[config.mk]
export PLATFORM = sky130hd
export DESIGN_NAME = dot_product_accumulator_flat
export DESIGN_NICKNAME = d
export VERILOG_FILES = /design/src/rtl/dot_product_accumulator_pkg.sv /design/src/rtl/dot_product_accumulator_if.sv /design/src/rtl/dot_product_accumulator_multiplier.sv /design/src/rtl/dot_product_accumulator.sv /design/src/flat_wrapper.sv
export SDC_FILE = /design/constraint.sdc
export NUM_CORES = 1
export LEC_CHECK = 0
export BUFFER_PORTS_ARGS = -buffer_cell sky130_fd_sc_hd__buf_2
export CAP_MARGIN = 10
export CORE_ASPECT_RATIO = 1.25
export CORE_MARGIN = 2
export CORE_UTILIZATION = 45
export CTS_CLUSTER_SIZE = 25
export DETAILED_ROUTE_END_ITERATION = 8
export GPL_ROUTABILITY_DRIVEN = 0
export PLACE_DENSITY = 0.74
export SETUP_SLACK_MARGIN = 0.3
export SLEW_MARGIN = 20
export SYNTH_ARGS = -nofsm -noshare
export SYNTH_HDL_FRONTEND = slang
export SYNTH_SLANG_ARGS = --single-unit
[constraint.sdc]
create_clock -name clk_i -period 5.9 [get_ports clk_i]
set_input_delay 0.59 -clock clk_i [delete_from_list [all_inputs] [get_ports clk_i]]
set_output_delay 0.59 -clock clk_i [all_outputs]
set_load 0.05 [all_outputs]
[src/rtl/dot_product_accumulator_pkg.sv]
// ============================================================================
// Module      : dot_product_pkg
// Description : Shared types and sizing helpers for the dot-product MAC stage.
// Revision    : 1.0 - initial release
// ============================================================================
`default_nettype none

package dot_product_pkg;

    typedef enum logic [1:0] {
        eAccept = 2'd0,
        eDrain  = 2'd1,
        eDone   = 2'd2
    } state_e;

    // Sum width that can hold `terms` full-scale products without wrapping
    function automatic int acc_width_f(input int width, input int terms);
        return 2 * width + $clog2(terms);
    endfunction

endpackage

`default_nettype wire

[src/rtl/dot_product_accumulator_if.sv]
// ============================================================================
// Module      : dot_product_accumulator_if
// Description : Operand-in / sum-out valid-ready bundle for the MAC stage.
// Revision    : 1.0 - initial release
// ============================================================================
`default_nettype none

interface dot_product_accumulator_if
    import dot_product_pkg::*;
#(
    parameter int width_p     = 16,
    parameter int terms_p     = 4,
    parameter int acc_width_p = acc_width_f(width_p, terms_p)
);
    logic                   valid_i;
    logic                   ready_o;
    logic [width_p-1:0]     a_i;
    logic [width_p-1:0]     b_i;
    logic                   valid_o;
    logic                   ready_i;
    logic [acc_width_p-1:0] sum_o;

    modport master (
        output valid_i, a_i, b_i, ready_i,
        input  ready_o, valid_o, sum_o
    );

    modport slave (
        input  valid_i, a_i, b_i, ready_i,
        output ready_o, valid_o, sum_o
    );
endinterface

`default_nettype wire

[src/rtl/dot_product_accumulator_multiplier.sv]
// ============================================================================
// Module      : multiplier
// Description : Combinational unsigned multiplier, full-width product.
// Revision    : 1.0 - initial release
// ============================================================================
`default_nettype none

module multiplier #(
    parameter int width_lp = 16
) (
    input  logic [width_lp-1:0]   a_i,
    input  logic [width_lp-1:0]   b_i,
    output logic [2*width_lp-1:0] c_o
);
    assign c_o = {{width_lp{1'b0}}, a_i} * {{width_lp{1'b0}}, b_i};
endmodule

`default_nettype wire

[src/rtl/dot_product_accumulator.sv]
// ============================================================================
// Module      : dot_product_accumulator
// Description : Pipelined MAC: registers each product, sums terms_p of them,
//               and offers the result over a valid/ready handshake.
// Revision    : 1.0 - initial release
// ============================================================================
`default_nettype none

module dot_product_accumulator
    import dot_product_pkg::*;
#(
    parameter int width_p     = 16,
    parameter int terms_p     = 4,
    parameter int acc_width_p = acc_width_f(width_p, terms_p)
) (
    input  wire logic               clk_i,
    input  wire logic               reset_i,
    dot_product_accumulator_if.slave bus
);
    localparam int cnt_width_lp = (terms_p > 1) ? $clog2(terms_p) : 1;
    localparam logic [cnt_width_lp-1:0] last_cnt_lp = cnt_width_lp'(terms_p - 1);

    state_e                   state_r;
    state_e                   state_n;
    logic [2*width_p-1:0]     mult_c;
    logic [2*width_p-1:0]     product_r;
    logic                     pv_r;
    logic [acc_width_p-1:0]   acc_r;
    logic [cnt_width_lp-1:0]  accept_cnt;
    logic [cnt_width_lp-1:0]  add_cnt;
    logic                     in_hs;
    logic                     out_hs;

    multiplier #(
        .width_lp (width_p)
    ) u_multiplier (
        .a_i (bus.a_i),
        .b_i (bus.b_i),
        .c_o (mult_c)
    );

    // Handshake strobes use only the state-decoded ready/valid
    assign bus.ready_o = (state_r == eAccept);
    assign bus.valid_o = (state_r == eDone);
    assign bus.sum_o   = acc_r;
    assign in_hs       = bus.valid_i && bus.ready_o;
    assign out_hs      = bus.valid_o && bus.ready_i;

    always_comb begin
        state_n = state_r;
        case (state_r)
            eAccept: if (in_hs && accept_cnt == last_cnt_lp) state_n = eDrain;
            eDrain:  if (pv_r && add_cnt == last_cnt_lp)     state_n = eDone;
            eDone:   if (out_hs)                             state_n = eAccept;
            default: state_n = eAccept;
        endcase
    end

    always_ff @(posedge clk_i) begin
        if (reset_i) begin
            state_r    <= eAccept;
            product_r  <= '0;
            pv_r       <= 1'b0;
            acc_r      <= '0;
            accept_cnt <= '0;
            add_cnt    <= '0;
        end else begin
            state_r <= state_n;
            pv_r    <= in_hs;
            if (in_hs) begin
                product_r <= mult_c;
            end

            // Counters saturate at terms_p-1; the output handshake rearms them
            if (out_hs) begin
                acc_r      <= '0;
                accept_cnt <= '0;
                add_cnt    <= '0;
            end else begin
                if (pv_r) begin
                    acc_r <= acc_r + acc_width_p'(product_r);
                    if (add_cnt != last_cnt_lp) begin
                        add_cnt <= add_cnt + 1'b1;
                    end
                end
                if (in_hs && accept_cnt != last_cnt_lp) begin
                    accept_cnt <= accept_cnt + 1'b1;
                end
            end
        end
    end
endmodule

`default_nettype wire
[src/flat_wrapper.sv]
// flat-port wrapper written by rule: the top's interface ports become plain ports
module dot_product_accumulator_flat import dot_product_pkg::*;
#(
    parameter int width_p     = 16,
    parameter int terms_p     = 4,
    parameter int acc_width_p = acc_width_f(width_p, terms_p)
)
  (clk_i, reset_i, bus_valid_i, bus_a_i, bus_b_i, bus_ready_i, bus_ready_o, bus_valid_o, bus_sum_o);
  dot_product_accumulator_if #(.width_p(width_p), .terms_p(terms_p), .acc_width_p(acc_width_p)) bus_i ();
  input  wire logic clk_i;
  input  wire logic reset_i;
  input wire logic [$bits(bus_i.valid_i)-1:0] bus_valid_i;
  input wire logic [$bits(bus_i.a_i)-1:0] bus_a_i;
  input wire logic [$bits(bus_i.b_i)-1:0] bus_b_i;
  input wire logic [$bits(bus_i.ready_i)-1:0] bus_ready_i;
  output wire logic [$bits(bus_i.ready_o)-1:0] bus_ready_o;
  output wire logic [$bits(bus_i.valid_o)-1:0] bus_valid_o;
  output wire logic [$bits(bus_i.sum_o)-1:0] bus_sum_o;
  assign bus_i.valid_i = bus_valid_i;
  assign bus_i.a_i = bus_a_i;
  assign bus_i.b_i = bus_b_i;
  assign bus_i.ready_i = bus_ready_i;
  assign bus_ready_o = bus_i.ready_o;
  assign bus_valid_o = bus_i.valid_o;
  assign bus_sum_o = bus_i.sum_o;
  dot_product_accumulator #(.width_p(width_p), .terms_p(terms_p), .acc_width_p(acc_width_p)) u_core (.clk_i(clk_i), .reset_i(reset_i), .bus(bus_i));
endmodule
======== Word-level counts from Yosys, hierarchy flattened ========
Cells that the tools add are included.
word-level totals
  flip-flop bits (word level) ............. 73
  input bits .............................. 36
  output and inout port bits .............. 36
  word-level logic and storage cells ...... 32
cells by class
  add/subtract/negate cells ............... 3
  $mul .................................... 1
  equal/unequal tests ..................... 9
  multiplexer cells ....................... 4
  reduce and logical (&&, ||, !) cells .... 9
operators by type and width
  operator             number
  $add 34x32->34       1
  $mul 16x16->32       1
  $ne 2x2->1 const B   4
  $eq 2x2->1 const B   3
  $mux 2               3
  $pmux 2 s3           1
  $logic_and 1x1->1    5
  $add 2x1->2 const B  2
  $reduce_and 3->1     1
  $eq 2x1->1 const B   1
  $logic_not 2->1      1
  $ne 2x1->1 const B   1
  $reduce_and 2->1     1
  $reduce_or 2->1      1

======== Longest topological paths before layout ========
Gate-level depths: netlist of run 1.
  depth in word-level cells ............... 5
  gate-level depth with buffers ........... 22
  gate-level depth less buffers ........... 20

======== Hierarchy ========
A second synthesis of run 1 with hierarchy kept.
unflattened totals
  cell total of the unflattened synthesis .. 1,557
  area, all modules ....................... 12,901.1 um^2
by module, submodules not included
  module                   times used  cells an instance  area each (um^2)  seq. area each (um^2)
  multiplier               1           986                8,554.5           0.0
  dot_product_accumulator  1           571                4,346.7           1,461.4

======== Worst setup path before layout of run 1 ========
No wires, ideal clock.
  path type ............................... input to register
  start point ............................. input bus_b_i[10]
  end point ............................... register u_core.product_r[26]
  library setup time ...................... 117 ps
  data arrival time ....................... 5,846 ps
  required time ........................... 5,783 ps
  path slack .............................. -63 ps
  cell stages on the path ................. 17
  buffers on the path ..................... 2
  cells stage by stage .................... clkbuf_1 nand2_1 fa_1 inv_1 fa_1 fa_1 fa_1 fa_1 fa_1 ha_1 clkbuf_1 a21o_1 a31oi_1 o21ba_2 a21oi_1 or4_1 a32o_1
between the ends
  cells in the longest elaborated chain, start to end .. 1
RTL lines
  what                    line                                      RTL
  start: declaration      flat_wrapper.sv:14                        input wire logic [$bits(bus_i.b_i)-1:0] bus_b_i;
  $mul 16x16->32          dot_product_accumulator_multiplier.sv:15  assign c_o = {{width_lp{1'b0}}, a_i} * {{width_lp{1'b0}}, b_i};
  end signal: assignment  dot_product_accumulator.sv:71             product_r <= mult_c;
  end: declaration        dot_product_accumulator.sv:26             logic [2*width_p-1:0] product_r;
No other way between the ends.
A chain may end at the register's enable or synchronous reset.

======== Worst setup path in the final report of run 1 ========
  start point ............................. input bus_a_i[4]
  end point ............................... register u_core.product_r[26]
between the ends
  cells in the longest elaborated chain, start to end .. 1
RTL lines
  what                line                                      RTL
  start: declaration  flat_wrapper.sv:13                        input wire logic [$bits(bus_i.a_i)-1:0] bus_a_i;
  $mul 16x16->32      dot_product_accumulator_multiplier.sv:15
No other way between the ends.

==> impl_metrics.csv, run 1 <==
group,metric,value,unit
grt,overflow,0,
setup_path,worstPathMaxFanout,5,
min_path,worstHoldPathType,"flop to flop",
timing,pin_slew_with_the_least_headroom_to_its_limit,907,ps
setup_path,worst_path_max_delay_cell,"sky130_fd_sc_hd__fa_1",
setup_path,arrival_time_worst_endpoint,5880,ps
synthesis,synth.largest_area_cell,"sky130_fd_sc_hd__fa_1",
synthesis,syn-num-nets,1917,
setup_path,critical_path.top_delay_family,"adder cells",
grt,groute.usage.overall,21.8,%
detailed_routing,antenna_left,0,
timing,finalCritPeriodShare,95.7,%
run,cap_violations,0,
timing,highest_clock_rate,177,MHz
timing,slew_headroom,39.6,%
min_path,hold-path-cell-count,2,
detailed_routing,post_detailed_route_via_to_cell_ratio,5.46,
final_layout,final_cell_mix,"241 x sky130_fd_sc_hd__nand2_1, 233 x sky130_fd_sc_hd__inv_1, 190 x sky130_fd_sc_hd__fa_1",
clock_network,clockBufferDepth,2,
timing,timing.final.hold_violations,0,
min_path,holdPathEnd,"u_core.product_r[12]",
synthesis,syn-instance-count,1548,
clock_network,clk_pin_slew_worst_paths,60,ps
detailed_routing,route.vias.total,11000,
detailed_routing,drt-initial-drc-count,407,
synthesis,postSynth.asyncResetShare,0,%
floorplanning,core,28500,µm²
grt,first_global_vias,11600,
final_layout,area_growth_syn_to_layout,14.3,%
timing,timing.final.crit_period,5650,ps
setup_path,worst_path_most_repeated_cell,"sky130_fd_sc_hd__fa_1",
setup_path,critical-path-max-stage-delay,560,ps
timing,final.setup_skew,8.04,ps
outcome,outcome,"complete, no violations",
detailed_routing,detail_route.first_pass.iterations,7,
floorplanning,top_ports,72,
setup_path,worst_reg_to_reg_setup_slack,2930,ps
final_layout,fillerInstances,2650,
setup_path,timing.reg2reg.worst_path_depth,7,
final_layout,n_antenna_cell,0,
timing,final-setup-viol-count,0,
final_layout,layout_commonest_cell,"sky130_fd_sc_hd__nand2_1",
detailed_routing,wl_per_cell,16.1,µm
clock_network,cts-root-buf,"sky130_fd_sc_hd__clkbuf_16",
clock_network,tritoncts,"done",
final_layout,nNetsFinal,2016,
synthesis,synth.yosys.seq_area_share,11.2,%
placement,detailed_place_hpwl,27300,µm
detailed_routing,overall_routed_net_length,32400,µm
floorplanning,die-height,194,µm
min_path,min_from,"u_core.product_r[12]",
grt,antenna_found_initial,0,
floorplanning,initial_core_util,45.7,%
synthesis,ys_seq_elements,73,
timing,grt_setup_unrepaired,"true",
grt,grt_max_degree,27,
synthesis,number_of_enable_type_register_cells_in_the_synthesized_netlist,0,
setup_path,cp_cell_sequence,"buf_12, and2_4, fa_1, inv_2, fa_1, inv_1, fa_1, fa_2, fa_1, inv_1, fa_1, inv_2, ha_4, and2_4, nand3_2, or4_1, a21o_1, a21oi_2, o31ai_2, a32o_1",
final_layout,post_route_cells_drive_above_1_share,14.8,%
grt,grt_pass1_wl,54600,µm
setup_path,timing.critical_path.buf_inv,5,
synthesis,synth_cell_types,71,
floorplanning,die_ar,30300,µm²
floorplanning,dieWidth,156,µm
setup_path,r2r-end,"u_core.product_r[30]",
synthesis,netlist.area_leader.share,30.0,%
clock_network,clock_insertion_delay_worst_skew,350,ps
synthesis,prevailing_post_synth_register_cell,"sky130_fd_sc_hd__dfxtp_1",
setup_path,required_time_at_the_endpoint_of_the_critical_path,6140,ps
synthesis,synthesis.area,13000,µm²
setup_path,critical_path.startpoint_type,"primary input",
synthesis,number_of_warnings_reported_in_the_yosys_synthesis_log,0,
setup_path,r2r-start,"u_core.state_r[0]",
setup_path,worstSetupPathType,"primary input to flop",
setup_path,setup.worst_path.end_class,"flop",
final_layout,utilization,52.2,%
synthesis,postSynthAreaPerCell,8.41,µm²
synthesis,synth_area_leaders,"sky130_fd_sc_hd__fa_1 30%, sky130_fd_sc_hd__ha_1 13%, sky130_fd_sc_hd__dfxtp_1 11%",
clock_network,cts_inserted_buffers,9,
clock_network,h-tree-depth,3,
timing,slew_viol_final,0,
placement,buffer_ports.inserted,71,
detailed_routing,drc_violation_count_after_routing,0,
floorplanning,core.rowCount,69,
clock_network,holdBufCountCts,0,
clock_network,tritoncts_num_sinks,73,
-- worst register-to-register path, stage by stage (launching register included) --
cell and delay [ps]:
sky130_fd_sc_hd__dfxtp_1 350, sky130_fd_sc_hd__nor2_1 310, sky130_fd_sc_hd__and2_1 740, sky130_fd_sc_hd__nand2b_1 520, sky130_fd_sc_hd__clkinv_1 320, sky130_fd_sc_hd__nand2_1 80
sky130_fd_sc_hd__or4_1 510, sky130_fd_sc_hd__nand3_1 100
-- flip-flops by register name (all words and copies together), names as in the netlist --
name and flops:
u_core.state_r 2, u_core.product_r 32, u_core.pv_r 1, u_core.accept_cnt 2, u_core.add_cnt 2, u_core.bus.sum_o 34
-- through the flow --
stage / hold slack [ps] / setup TNS (ps) / instances / worst slack [ps] / area (µm²)
finish: 462 / 0 / 2007 / 253 / 14900
global route: 488 / 0 / 2007 / 104 / 14900
CTS: 463 / 0 / 2003 / 275 / 14600
detailed placement: 456 / -645 / 1985 / -170 / 14300
global placement: 449 / -23.3 / 1985 / -23.3 / 14300
floorplan: 429 / 0 / 1548 / 257 / 13300
-- worst max-delay path by stage --
| stage | endpoint | cells after the start | slack [ps] | startpoint |
|---|---|---|---|---|
| finish | u_core.product_r[26] | 20 | 250 | bus_a_i[4] |
| global route | u_core.product_r[26] | 20 | 100 | bus_a_i[4] |
| CTS | u_core.product_r[26] | 20 | 280 | bus_b_i[10] |
| detailed placement | u_core.product_r[26] | 20 | -170 | bus_a_i[10] |
| global placement | u_core.product_r[26] | 16 | -20 | bus_a_i[10] |
| floorplan | u_core.product_r[26] | 21 | 260 | bus_b_i[8] |
-- repair_timing --
action / 4_1_cts / 5_1_grt
setup endpoints to repair: 6 / 15
setup buffers: 2 / 4
pin swaps: 7 / 39
resized for setup: 13 / 74
-- logic make-up after synthesis --
logic type,count (synthesis),share of synthesized area (%)
fa+ha+maj,333,43.3
xor+xnor,35,2.36
buf+inv,300,8.67
simple gates,525,19.6
compound gates,273,14.2
flops,73,11.2
mux,9,0.692
-- cells in the mapped netlist (7+ instances only) --
cell type / instances
sky130_fd_sc_hd__nand2_1: 243
sky130_fd_sc_hd__inv_1: 237
sky130_fd_sc_hd__fa_1: 195
sky130_fd_sc_hd__ha_1: 138
sky130_fd_sc_hd__and2_1: 119
sky130_fd_sc_hd__a21oi_1: 86
sky130_fd_sc_hd__dfxtp_1: 73
sky130_fd_sc_hd__nor2_1: 62
sky130_fd_sc_hd__clkbuf_1: 58
sky130_fd_sc_hd__o21ai_0: 50
sky130_fd_sc_hd__xnor2_1: 23
sky130_fd_sc_hd__nand3_1: 21
sky130_fd_sc_hd__nor3_1: 18
sky130_fd_sc_hd__a211oi_1: 16
sky130_fd_sc_hd__a21o_1: 16
sky130_fd_sc_hd__o21a_1: 14
sky130_fd_sc_hd__xor2_1: 12
sky130_fd_sc_hd__and3_1: 10
sky130_fd_sc_hd__o31ai_1: 10
sky130_fd_sc_hd__mux2i_1: 9
sky130_fd_sc_hd__nand3b_1: 8
sky130_fd_sc_hd__nand4_1: 7
sky130_fd_sc_hd__o211ai_1: 7
-- final cells by class --
class | count | area (µm²) | share of cell area, %
Timing Repair Buffer | 150 | 1100 | 7.43
Sequential cell | 73 | 1460 | 9.82
Clock buffer | 12 | 267 | 1.79
Inverter | 238 | 893 | 6.01
Clock inverter | 4 | 50.0 | 0.336
Tap cell | 355 | 444 | 2.99
Multi-Input combinational cell | 1175 | 10700 | 71.6
-- metal layers --
metal / up-vias / GRT usage (%) / share of wire [%]
met3: 77 / 2.44 / 4.6
met1: 5347 / 27.5 / 42
li1: 5236 / - / -
met2: 295 / 38.6 / 51
met4: 0 / 7.61 / 2.9
met5: - / 0 / 0
Power of run 1 is left out: the tool's default activity adds up to more than one toggle a clock period on the data nets, which glitch-free logic cannot reach.
==> inputs of run 2 (changes only) <==
BUFFER_PORTS_ARGS = -buffer_cell sky130_fd_sc_hd__clkbuf_2   (was -buffer_cell sky130_fd_sc_hd__buf_2)
CAP_MARGIN = unset   (was 10)
==> impl_metrics.csv, run 2 (synthesized netlist as in run 1, its figures left out) <==
group,metric,value,unit
floorplanning,die_ar,30300,µm²
timing,pin_slew_with_the_least_headroom_to_its_limit,937,ps
detailed_routing,detail_route.first_pass.iterations,5,
placement,detailedPlace.worstSlack,-168,ps
placement,detailed_place.area,14400,µm²
placement,buffer_ports.inserted,71,
detailed_routing,drt-initial-drc-count,602,
clock_network,cts_inserted_buffers,9,
final_layout,ff_latch_area,1460,µm²
floorplanning,die-height,194,µm
clock_network,tritoncts_num_sinks,73,
timing,slew_headroom,37.3,%
final_layout,post_route_cells_drive_above_1_share,17.6,%
setup_path,timing.reg2reg.worst_path_depth,10,
placement,detailed_place_hpwl,27400,µm
clock_network,cts-root-buf,"sky130_fd_sc_hd__clkbuf_16",
final_layout,layout_commonest_cell,"sky130_fd_sc_hd__nand2_1",
run,cap_violations,0,
final_layout,n_antenna_cell,0,
timing,slew_viol_final,0,
floorplanning,initial_core_util,45.7,%
setup_path,critical_path.startpoint_type,"primary input",
setup_path,r2r-end,"u_core.bus.sum_o[30]",
clock_network,clk_pin_slew_worst_paths,60,ps
timing,layout_setup_ws,360,ps
detailed_routing,drc_violation_count_after_routing,0,
grt,groute.usage.overall,21.9,%
timing,final.setup_skew,8.40,ps
floorplanning,core.rowCount,69,
min_path,hold-path-cell-count,2,
final_layout,final_cell_mix,"238 x sky130_fd_sc_hd__nand2_1, 225 x sky130_fd_sc_hd__inv_1, 188 x sky130_fd_sc_hd__fa_1",
timing,timing.setup.tns,0,ps
final_layout,largest_reg_flops,34,
timing,final-setup-viol-count,0,
floorplanning,core,28500,µm²
grt,first_global_vias,11500,
detailed_routing,post_detailed_route_via_to_cell_ratio,5.47,
floorplanning,top_ports,72,
timing,grt_setup_unrepaired,"true",
min_path,min_from,"u_core.product_r[4]",
detailed_routing,antenna_left,0,
clock_network,tritoncts,"done",
final_layout,stdcell_area,15300,µm²
setup_path,setup.worst_path.end_class,"flop",
detailed_routing,overall_routed_net_length,32800,µm
timing,timing.final.hold_violations,0,
grt,grt_pass1_wl,54500,µm
detailed_routing,wl_per_cell,16.1,µm
setup_path,required_time_at_the_endpoint_of_the_critical_path,6120,ps
setup_path,worstSetupPathType,"primary input to flop",
final_layout,multiInputGateArea,10800,µm²
min_path,worstHoldPathType,"flop to flop",
detailed_routing,route.vias.total,11100,
grt,overflow,0,
min_path,holdPathEnd,"u_core.product_r[4]",
final_layout,fillerInstances,2544,
timing,finalCritPeriodShare,93.9,%
setup_path,worst_reg_to_reg_setup_slack,3010,ps
floorplanning,dieWidth,156,µm
setup_path,worstPathMaxFanout,9,
timing,timing.final.crit_period,5540,ps
setup_path,r2r-start,"u_core.bus.sum_o[0]",
grt,grt_max_degree,27,
final_layout,nNetsFinal,2042,
outcome,outcome,"complete, no violations",
timing,highest_clock_rate,181,MHz
grt,antenna_found_initial,0,
clock_network,clockBufferDepth,2,
clock_network,h-tree-depth,3,
final_layout,area_growth_syn_to_layout,17.5,%
setup_path,arrival_time_worst_endpoint,5760,ps
clock_network,clock_insertion_delay_worst_skew,340,ps
run 2: cell count changes in the layout (fill, tap and decap cells not counted), moves of 4 or more:
cell,before,now
sky130_fd_sc_hd__inv_2,4,12
sky130_fd_sc_hd__buf_8,0,5
sky130_fd_sc_hd__ha_4,6,10
sky130_fd_sc_hd__buf_4,78,102
sky130_fd_sc_hd__clkbuf_2,0,45
sky130_fd_sc_hd__and2_1,108,102
sky130_fd_sc_hd__and2_4,11,17
sky130_fd_sc_hd__buf_2,49,0
sky130_fd_sc_hd__inv_1,233,225
run 2: per-stage QoR:
step                      cells  hold WS [ps]  util (%)
after global placement     2006           446      50.7
after floorplan            1548           429         -
after CTS                  2023           463      52.1
after detailed placement   2006           455      50.7
final                      2033           460      53.7
after global routing       2033           480      53.7
run 2: repair_timing:
action / in CTS / in global routing
resized for setup: 9 / 154
buffers inserted: 1 / 10
hold endpoints to repair: 0 / 0
cloned: 0 / 0
hold buffers: 0 / 0
pin swaps: 3 / 48
endpoints found under the setup margin: 5 / 17
run 2: worst max-delay path by stage:
stage                startpoint              endpoint  slack [ps]
finish              bus_a_i[12]  u_core.product_r[29]         360
global route        bus_a_i[13]  u_core.product_r[24]         210
CTS                  bus_b_i[1]  u_core.product_r[26]         290
detailed placement   bus_a_i[5]  u_core.product_r[26]        -170
global placement     bus_a_i[5]  u_core.product_r[26]         -30
floorplan            bus_b_i[8]  u_core.product_r[26]         260
run 2: final cells by class:
class | count | area share (%)
clock inverter | 5 | 0.671
inverter | 238 | 5.84
clock buffer | 11 | 1.59
sequential | 73 | 9.56
multi-input combinational | 1175 | 70.5
tap | 355 | 2.91
timing repair buffer | 176 | 8.90
run 2: metal layers:
metal,GRT usage (%),wire [µm],vias to the layer above
met5,0,0,-
met4,6.66,913,0
met1,27.8,13700,5399
li1,-,-,5285
met3,2.66,1700,66
met2,38.8,16500,368
run 2: worst max-delay path, cell delays in order:
cell	delay, ps
sky130_fd_sc_hd__buf_4	170
sky130_fd_sc_hd__and2_4	150
sky130_fd_sc_hd__fa_1	530
sky130_fd_sc_hd__inv_1	50
sky130_fd_sc_hd__fa_1	480
sky130_fd_sc_hd__inv_1	50
sky130_fd_sc_hd__fa_1	490
sky130_fd_sc_hd__fa_1	510
sky130_fd_sc_hd__fa_1	520
sky130_fd_sc_hd__inv_1	50
sky130_fd_sc_hd__fa_1	480
sky130_fd_sc_hd__inv_1	70
sky130_fd_sc_hd__ha_4	240
sky130_fd_sc_hd__a21o_1	190
sky130_fd_sc_hd__o21ba_4	240
sky130_fd_sc_hd__nor2_1	60
sky130_fd_sc_hd__a211oi_2	300
sky130_fd_sc_hd__o31ai_4	120
sky130_fd_sc_hd__o21ai_1	120
sky130_fd_sc_hd__or3b_1	340
Power of run 2 is left out for the same reason.
